===== src/rtl/ps2_key_rx.sv =====
`timescale 1ns/1ps
`default_nettype none
// ============================================================================
// Module   : ps2_key_rx
// Brief    : PS/2 keyboard receiver: pin sync, 11-bit frame deserialiser,
//            E0/F0 prefix decode and flap-key strike. Optional frame watchdog
//            is built when PS2_WATCHDOG_EN is defined.
// Revision : 1.0 - initial release
// ============================================================================
module ps2_key_rx #(
    parameter int         SYNC_STAGES    = 2,
    parameter int         TIMEOUT_CYCLES = 100000,
    parameter logic [7:0] FLAP_CODE      = 8'h29
) (
    input  logic       clk,
    input  logic       rst_n,
    input  logic       clk_ps2,
    input  logic       data_ps2,
    output logic [7:0] scan_code,
    output logic       scan_valid,
    output logic       is_break,
    output logic       is_extended,
    output logic       frame_err,
    output logic       key_held,
    output logic       flap
);

    localparam logic [1:0] c_st_idle   = 2'd0;
    localparam logic [1:0] c_st_data   = 2'd1;
    localparam logic [1:0] c_st_parity = 2'd2;
    localparam logic [1:0] c_st_stop   = 2'd3;

    localparam logic [7:0] c_pfx_ext = 8'hE0;
    localparam logic [7:0] c_pfx_brk = 8'hF0;

    logic [SYNC_STAGES-1:0] r_clk_sync;
    logic [SYNC_STAGES-1:0] r_data_sync;
    logic                   r_clk_hist;
    logic                   w_clk_s;
    logic                   w_data_s;
    logic                   w_fall;

    logic [1:0] r_state;
    logic [1:0] w_state_nxt;
    logic       w_frame_end;
    logic       w_wd_expired;

    logic [7:0] r_shift;
    logic [2:0] r_bit_cnt;
    logic       r_parity;

    logic       r_chk_vld;
    logic       r_chk_stop;
    logic       r_dec_vld;
    logic       r_dec_ok;
    logic [7:0] r_dec_byte;

    logic [7:0] r_scan_code;
    logic       r_scan_valid;
    logic       r_is_break;
    logic       r_is_extended;
    logic       r_frame_err;
    logic       r_key_held;
    logic       r_flap;
    logic       r_ext_pending;
    logic       r_brk_pending;

    always_ff @(posedge clk or negedge rst_n) begin
        if (!rst_n) begin
            r_clk_sync  <= '0;
            r_data_sync <= '0;
            r_clk_hist  <= 1'b0;
        end else begin
            r_clk_sync  <= {r_clk_sync[SYNC_STAGES-2:0], clk_ps2};
            r_data_sync <= {r_data_sync[SYNC_STAGES-2:0], data_ps2};
            r_clk_hist  <= r_clk_sync[SYNC_STAGES-1];
        end
    end

    assign w_clk_s  = r_clk_sync[SYNC_STAGES-1];
    assign w_data_s = r_data_sync[SYNC_STAGES-1];
    assign w_fall   = r_clk_hist & ~w_clk_s;

`ifdef PS2_WATCHDOG_EN
    localparam int                c_wd_w     = $clog2(TIMEOUT_CYCLES);
    localparam logic [c_wd_w-1:0] c_wd_limit = c_wd_w'(TIMEOUT_CYCLES - 1);

    logic [c_wd_w-1:0] r_wdog;

    always_ff @(posedge clk or negedge rst_n) begin
        if (!rst_n) begin
            r_wdog <= '0;
        end else if (w_fall || (r_state == c_st_idle)) begin
            r_wdog <= '0;
        end else begin
            r_wdog <= r_wdog + 1'b1;
        end
    end

    assign w_wd_expired = (r_state != c_st_idle) && !w_fall && (r_wdog == c_wd_limit);
`else
    assign w_wd_expired = 1'b0;
`endif

    always_ff @(posedge clk or negedge rst_n) begin
        if (!rst_n) begin
            r_state <= c_st_idle;
        end else begin
            r_state <= w_state_nxt;
        end
    end

    always_comb begin
        w_state_nxt = r_state;
        w_frame_end = 1'b0;
        case (r_state)
            c_st_idle:   if (w_fall && !w_data_s) w_state_nxt = c_st_data;
            c_st_data:   if (w_fall && (r_bit_cnt == 3'd7)) w_state_nxt = c_st_parity;
            c_st_parity: if (w_fall) w_state_nxt = c_st_stop;
            c_st_stop: begin
                if (w_fall) begin
                    w_state_nxt = c_st_idle;
                    w_frame_end = 1'b1;
                end
            end
            default:     w_state_nxt = c_st_idle;
        endcase
        if (w_wd_expired) begin
            w_state_nxt = c_st_idle;
            w_frame_end = 1'b0;
        end
    end

    always_ff @(posedge clk or negedge rst_n) begin
        if (!rst_n) begin
            r_shift   <= '0;
            r_bit_cnt <= '0;
            r_parity  <= 1'b0;
        end else if (w_fall) begin
            case (r_state)
                c_st_idle:   r_bit_cnt <= '0;
                c_st_data: begin
                    r_shift   <= {w_data_s, r_shift[7:1]};
                    r_bit_cnt <= r_bit_cnt + 3'd1;
                end
                c_st_parity: r_parity <= w_data_s;
                default:     ;
            endcase
        end
    end

    // Two stages between frame end and the strobes: frame check, then decode.
    // A watchdog abort enters with stop = 0 so it fails the check.
    always_ff @(posedge clk or negedge rst_n) begin
        if (!rst_n) begin
            r_chk_vld  <= 1'b0;
            r_chk_stop <= 1'b0;
            r_dec_vld  <= 1'b0;
            r_dec_ok   <= 1'b0;
            r_dec_byte <= '0;
        end else begin
            r_chk_vld  <= w_frame_end | w_wd_expired;
            r_chk_stop <= w_frame_end & w_data_s;
            r_dec_vld  <= r_chk_vld;
            r_dec_ok   <= r_chk_stop & (^{r_shift, r_parity});
            r_dec_byte <= r_shift;
        end
    end

    always_ff @(posedge clk or negedge rst_n) begin
        if (!rst_n) begin
            r_scan_code   <= '0;
            r_scan_valid  <= 1'b0;
            r_is_break    <= 1'b0;
            r_is_extended <= 1'b0;
            r_frame_err   <= 1'b0;
            r_key_held    <= 1'b0;
            r_flap        <= 1'b0;
            r_ext_pending <= 1'b0;
            r_brk_pending <= 1'b0;
        end else begin
            r_scan_valid <= 1'b0;
            r_frame_err  <= 1'b0;
            r_flap       <= 1'b0;
            if (r_dec_vld) begin
                if (!r_dec_ok) begin
                    r_frame_err   <= 1'b1;
                    r_ext_pending <= 1'b0;
                    r_brk_pending <= 1'b0;
                end else if (r_dec_byte == c_pfx_ext) begin
                    r_ext_pending <= 1'b1;
                end else if (r_dec_byte == c_pfx_brk) begin
                    r_brk_pending <= 1'b1;
                end else begin
                    r_scan_code   <= r_dec_byte;
                    r_is_break    <= r_brk_pending;
                    r_is_extended <= r_ext_pending;
                    r_scan_valid  <= 1'b1;
                    r_ext_pending <= 1'b0;
                    r_brk_pending <= 1'b0;
                    // Typematic repeats of a held flap key must not re-strike.
                    if (!r_ext_pending && (r_dec_byte == FLAP_CODE)) begin
                        if (r_brk_pending) begin
                            r_key_held <= 1'b0;
                        end else if (!r_key_held) begin
                            r_key_held <= 1'b1;
                            r_flap     <= 1'b1;
                        end
                    end
                end
            end
        end
    end

    assign scan_code   = r_scan_code;
    assign scan_valid  = r_scan_valid;
    assign is_break    = r_is_break;
    assign is_extended = r_is_extended;
    assign frame_err   = r_frame_err;
    assign key_held    = r_key_held;
    assign flap        = r_flap;

endmodule

`default_nettype wire


===== config.mk =====
export PLATFORM = sky130hd
export DESIGN_NAME = ps2_key_rx
export DESIGN_NICKNAME = d
export VERILOG_FILES = /design/src/rtl/ps2_key_rx.sv
export SDC_FILE = /design/constraint.sdc
export NUM_CORES = 1
export LEC_CHECK = 0
export CAP_MARGIN = 20
export CORE_MARGIN = 2
export CORE_UTILIZATION = 45
export DETAILED_ROUTE_END_ITERATION = 8
export PLACE_DENSITY = 0.76
export SYNTH_ARGS = -nofsm -noshare
export SYNTH_HDL_FRONTEND = slang
export SYNTH_SLANG_ARGS = --single-unit

===== constraint.sdc =====
create_clock -name clk -period 1.8 [get_ports clk]
set_input_delay 0.36 -clock clk [delete_from_list [all_inputs] [get_ports clk]]
set_output_delay 0.36 -clock clk [all_outputs]
set_load 0.005 [all_outputs]

Word level (Yosys, flattened, before mapping)
Index checks and enable logic that the tools add are counted.
{"block": "totals", "register_bits": 47, "out_inout_bits": 14, "elab_cells": 85, "input_bits": 4}
{"block": "classes", "eq_ne": 13, "addsub": 1, "bitwise_logic": 6, "reduce_logical": 16, "muxes": 28}
{"cell": "$mux 1", "count": 22}
{"cell": "$eq 8x8->1 const B", "count": 2}
{"cell": "$ne 2x2->1 const B", "count": 5}
{"cell": "$reduce_and 2->1", "count": 5}
{"cell": "$reduce_xor 9->1", "count": 1}
{"cell": "$eq 8x6->1 const B", "count": 1}
{"cell": "$mux 2", "count": 4}
{"cell": "$pmux 2 s4", "count": 1}
{"cell": "$reduce_and 4->1", "count": 2}
{"cell": "$pmux 3 s2", "count": 1}
{"cell": "$reduce_and 5->1", "count": 1}
{"cell": "$eq 2x2->1 const B", "count": 2}
{"cell": "$add 3x1->3 const B", "count": 1}
{"cell": "$and 1x1->1", "count": 3}
{"cell": "$eq 3x3->1 const B", "count": 1}
{"cell": "$logic_and 1x1->1", "count": 3}
{"cell": "$ne 3x3->1 const B", "count": 1}
{"cell": "$not 1->1", "count": 3}
{"cell": "$eq 2x1->1 const B", "count": 1}
{"cell": "$logic_not 1->1", "count": 2}
{"cell": "$logic_not 2->1", "count": 1}
{"cell": "$reduce_bool 2->1", "count": 1}

Longest topological paths before layout
{"block": "depth", "word_depth": 7, "ltp_mapped": 5, "depth_no_buf": 5}

Worst setup path before layout
Ideal clock, no wire load.
{"block": "synth_path", "kind": "register -> register", "startpoint": "register r_bit_cnt[0]", "endpoint": "register r_state[1]", "setup_time_ns": 0.128, "period_less_slack_ns": 1.532, "n_path_buf": 0, "setup_slack_ns": 0.268, "arrival_ns": 1.404, "t_required_ns": 1.672, "path_stages_with_launch": 6, "cell_sequence": "dfrtp_1 -> ha_1 -> ha_1 -> nand2b_1 -> a32oi_1 -> mux2_1"}
{"block": "synth_between", "elab_chain_cells": 4}
{"item": "start: declaration", "line": "49", "source": "logic [2:0] r_bit_cnt;"}
{"item": "start signal: assignment", "line": "144", "source": "r_bit_cnt <= r_bit_cnt + 3'd1;"}
{"item": "$eq 3x3->1", "line": "118", "source": "c_st_data: if (w_fall && (r_bit_cnt == 3'd7)) w_state_nxt = c_st_parity;"}
{"item": "$logic_and 1x1->1", "line": "118"}
{"item": "$ne 2x2->1 (no source line)"}
{"item": "$reduce_and 4->1 (no source line)"}
{"item": "end signal: assignment", "line": "107", "source": "r_state <= c_st_idle;"}
{"item": "end signal: assignment", "line": "109", "source": "r_state <= w_state_nxt;"}
{"item": "end: declaration", "line": "43", "source": "logic [1:0] r_state;"}
No other way between the ends.
A chain may end at the register's enable or synchronous reset.

Worst setup path in the final report
{"block": "layout_path", "startpoint": "register r_state[1]", "endpoint": "register r_state[1]"}
{"block": "layout_between", "elab_chain_cells": 3, "word_cells_on_any_way": 10, "classes_between": "7 x eq/ne; 1 x mux; 2 x reduce/logical"}
{"item": "$eq 2x1->1, or another cell as far along", "line": "116", "source": "case (r_state)"}
{"item": "$ne 2x2->1 (no source line)"}
{"item": "$reduce_and 4->1 (no source line)"}
Parallel ways exist; a longest one is shown, timed or not.

==> results.md <==
* GPL Wtd Cong at between 0.7 and 0.8
* # H-tree levels at 2
* Initial Util at 0.467
* Sw frac at 0.274
* Area Growth Syn to Fin at 18.8%
* Hpwl dp at about 2000 um
* Endpoints failing setup at 0
* Syn Nets at roughly 130
* Status: finished, final reports clean
* Grt total ovfl at 0
* Xor/xnor share of the synthesized area at 0.0384
* Vias in the first global route at between 1000 and 1500
* TritonCTS clock tree: yes
* Switching pwr at approximately 0.00074 W
* Largest family of logic cells by synthesized area: multiplexers
* Final Hold Vio Count at 0
* Worst Hold Class: in -> async
* GRT Total Usage at 0.146
* Max Cap Viol at 0
* Post-Synth Simple-Gate Area at 0.0641
* Worst EP required at around 2.0 ns
* DR vias at ~1000
* Clock Sinks at 47
* FMAX at ~600 MHz
* Worst-Margin Slew at between 0.4 and 0.5 ns
* RSZ-0062 raised after global routing: no
* Top routing layer in use: met4
* Worst-path maximum fanout at 7
* Worst skew pair latency at 0.30 ns
* Crit share post-route at 0.934
* Nets at 157
* Slew HR at 0.687
* Port Buf Inserts at 17
* Sequential share of the synthesized area at 0.634
* DR WL met3 at 146 um
* Core Box Area at between 3000 and 4000 um2
* First-pass GRT wire length at 4740 um
* Cell Area, Placed at 2100 um2
* Met1 Wirelength at 1120 um
* Routed wire per std cell at between 10 and 15 um
* Leakage Power at about 1.1 nW
* Synth cell types at 32
* DR iter-0 viols at 50
* Ys Warns at 0
* Largest net degree at the start of global routing at 29
* Syn Area/Cell at 15.2 um2
* Sum Neg Setup Slack at 0 ns
* Postcts setup bufs at 0
* Post-synth EDFFs at 0
* Worst VDD drop at 0.659 mV
* Vias per inst at 5.18
* FP Rows at 23
* Die Footprint at roughly 4700 um2
* Cts bufs inserted at 5
* Ys flop type: dfrtp_1
* Async set-reset flop share out of synthesis at 1.00
* Setup crit start kind: flip-flop
* Critical path endpoint category: flip-flop
* Pins Over Slew Limit at 0
* Fin worst setup slack at 0.118 ns
* Clock buffer depth at 2
* Mux share of post-synthesis cell area at 0.156
* Synthesized flop and latch total at 47
* Initial antenna violation count at 0
* Setup CP Type: reg -> reg
* Mapped Area at 1860 um2
* P per Cell Area at 1220 nW/um2
* Clk network pwr share at 0.268
* Die Y at around 68 um
* Post-DRT Antenna Nets at 0
* Post-route cell area at 2200 um2
* Ant. Diodes at 0
* Die width at 68.2 um
* Post-synthesis compound-gate area fraction at 0.0465
* Post-CTS sizing at 0
* Critical Path AT at approximately 1.9 ns
* Final worst path period need at 1.68 ns
* WL met2 at ~1400 um
* Int Power at 0.00195 W
* Post-synthesis cell count at 122
* IO Pins at 18
* Worst slack, placed at approximately 0.15 ns
* DR DRC count at 0
* Adder-Cell Fraction of Synth Area at 0.0405
* Skew final at 0.00640 ns
* Total wire length at about 2700 um
* # hold bufs at CTS at 0
* Logic pwr share at 0.221
* TritonRoute pass-1 iters at 4
* Share of cells above drive strength 1 at 0.150
* Clock Pin Slew Worst Setup and Hold Paths at 0.08 ns
* Root Buffer: clkbuf_8
* Sequential Power Share at 0.511
[synth_stat cells, types with 3 or more instances]
| master | instances | area [um2] |
|---|---|---|
| mux2_4 | 9 | 135 |
| mux2i_1 | 3 | 30.0 |
| a21oi_1 | 3 | 15.0 |
| nor2_1 | 5 | 18.8 |
| mux2_1 | 11 | 124 |
| nand2_1 | 5 | 18.8 |
| inv_1 | 6 | 22.5 |
| ha_1 | 6 | 75.1 |
| dfrtp_1 | 47 | 1180 |
[registers in the layout, indices dropped and copies added, names as in the netlist, 2 cells and up]
register,cells
r_state,2
r_shift,8
scan_code,8
r_dec_byte,8
r_bit_cnt,3
r_data_sync,2
r_clk_sync,2
[logic make-up (layout without fill, tap and decap cells)]
family          count (synthesis)  after routing
compound gates                 12             12
simple gates                   21             21
flops                          47             47
buf+inv                         8             33
xor+xnor                        5              5
fa+ha+maj                       6              6
mux                            23             23
[worst paths after layout]
path                            start       endpoint  slack (ns)  depth (start not counted)
setup reg to reg           r_state[1]     r_state[1]        0.12                          5
hold reg to reg             r_chk_vld      r_dec_vld        0.36                          0
min in group clk            r_chk_vld      r_dec_vld        0.36                          0
max in group asynchronous       rst_n     r_chk_stop        1.30                          2
hold / removal                  rst_n  r_ext_pending       0.007                          1
setup / recovery           r_state[1]     r_state[1]        0.12                          5
[cell type report]
cell class | instances | area (um2)
clock buffer | 6 | 72.6
clock inverter | 1 | 30.0
multi-input combinational | 67 | 641
timing repair buffer | 20 | 200
inverter | 6 | 22.5
tap | 50 | 62.6
fill | 316 | 1770
sequential | 47 | 1180
[per-layer routing]
metal | up-vias | global-route usage
met3 | 6 | 0.0658
met1 | 512 | 0.164
li1 | 477 | -
met2 | 25 | 0.238
met4 | 0 | 0.0650
met5 | - | 0
[stage by stage]
step | power, W | hold WS, ns | util | cells
floorplan | 0.00180 | 0.0644 | - | 122
global placement | 0.00192 | 0.334 | 0.529 | 190
detailed placement | 0.00199 | 0.337 | 0.529 | 190
CTS | 0.00272 | 0.0151 | 0.555 | 197
global route | 0.00286 | 0.0225 | 0.555 | 197
finish | 0.00268 | 0.00669 | 0.555 | 197
[layout by cell type (no fill, tap or decap), drive strengths merged, types with 3 or more instances in the layout]
master         count
nor2               5
buf                4
ha                 6
nand2              5
mux2i              3
clkdlybuf4s50     16
mux2              20
inv                6
dfrtp             47
clkbuf             6
a21oi              4
[worst max-delay path: stages (launching register included)]
cell,delay (ns)
dfrtp_1,0.42
inv_1,0.10
ha_1,0.30
nand2b_1,0.15
a32oi_1,0.25
mux2_1,0.34
[power by group through the flow]
| stage | clock network, W | registers (W) | logic (W) |
|---|---|---|---|
| floorplan | 0 | 0.00135 | 0.000451 |
| global placement | 0 | 0.00138 | 0.000535 |
| detailed placement | 0 | 0.00139 | 0.000595 |
| CTS | 0.000752 | 0.00137 | 0.000597 |
| global route | 0.000806 | 0.00140 | 0.000655 |
| finish | 0.000720 | 0.00137 | 0.000592 |
No activity file was read; power rests on OpenSTA's default activity.
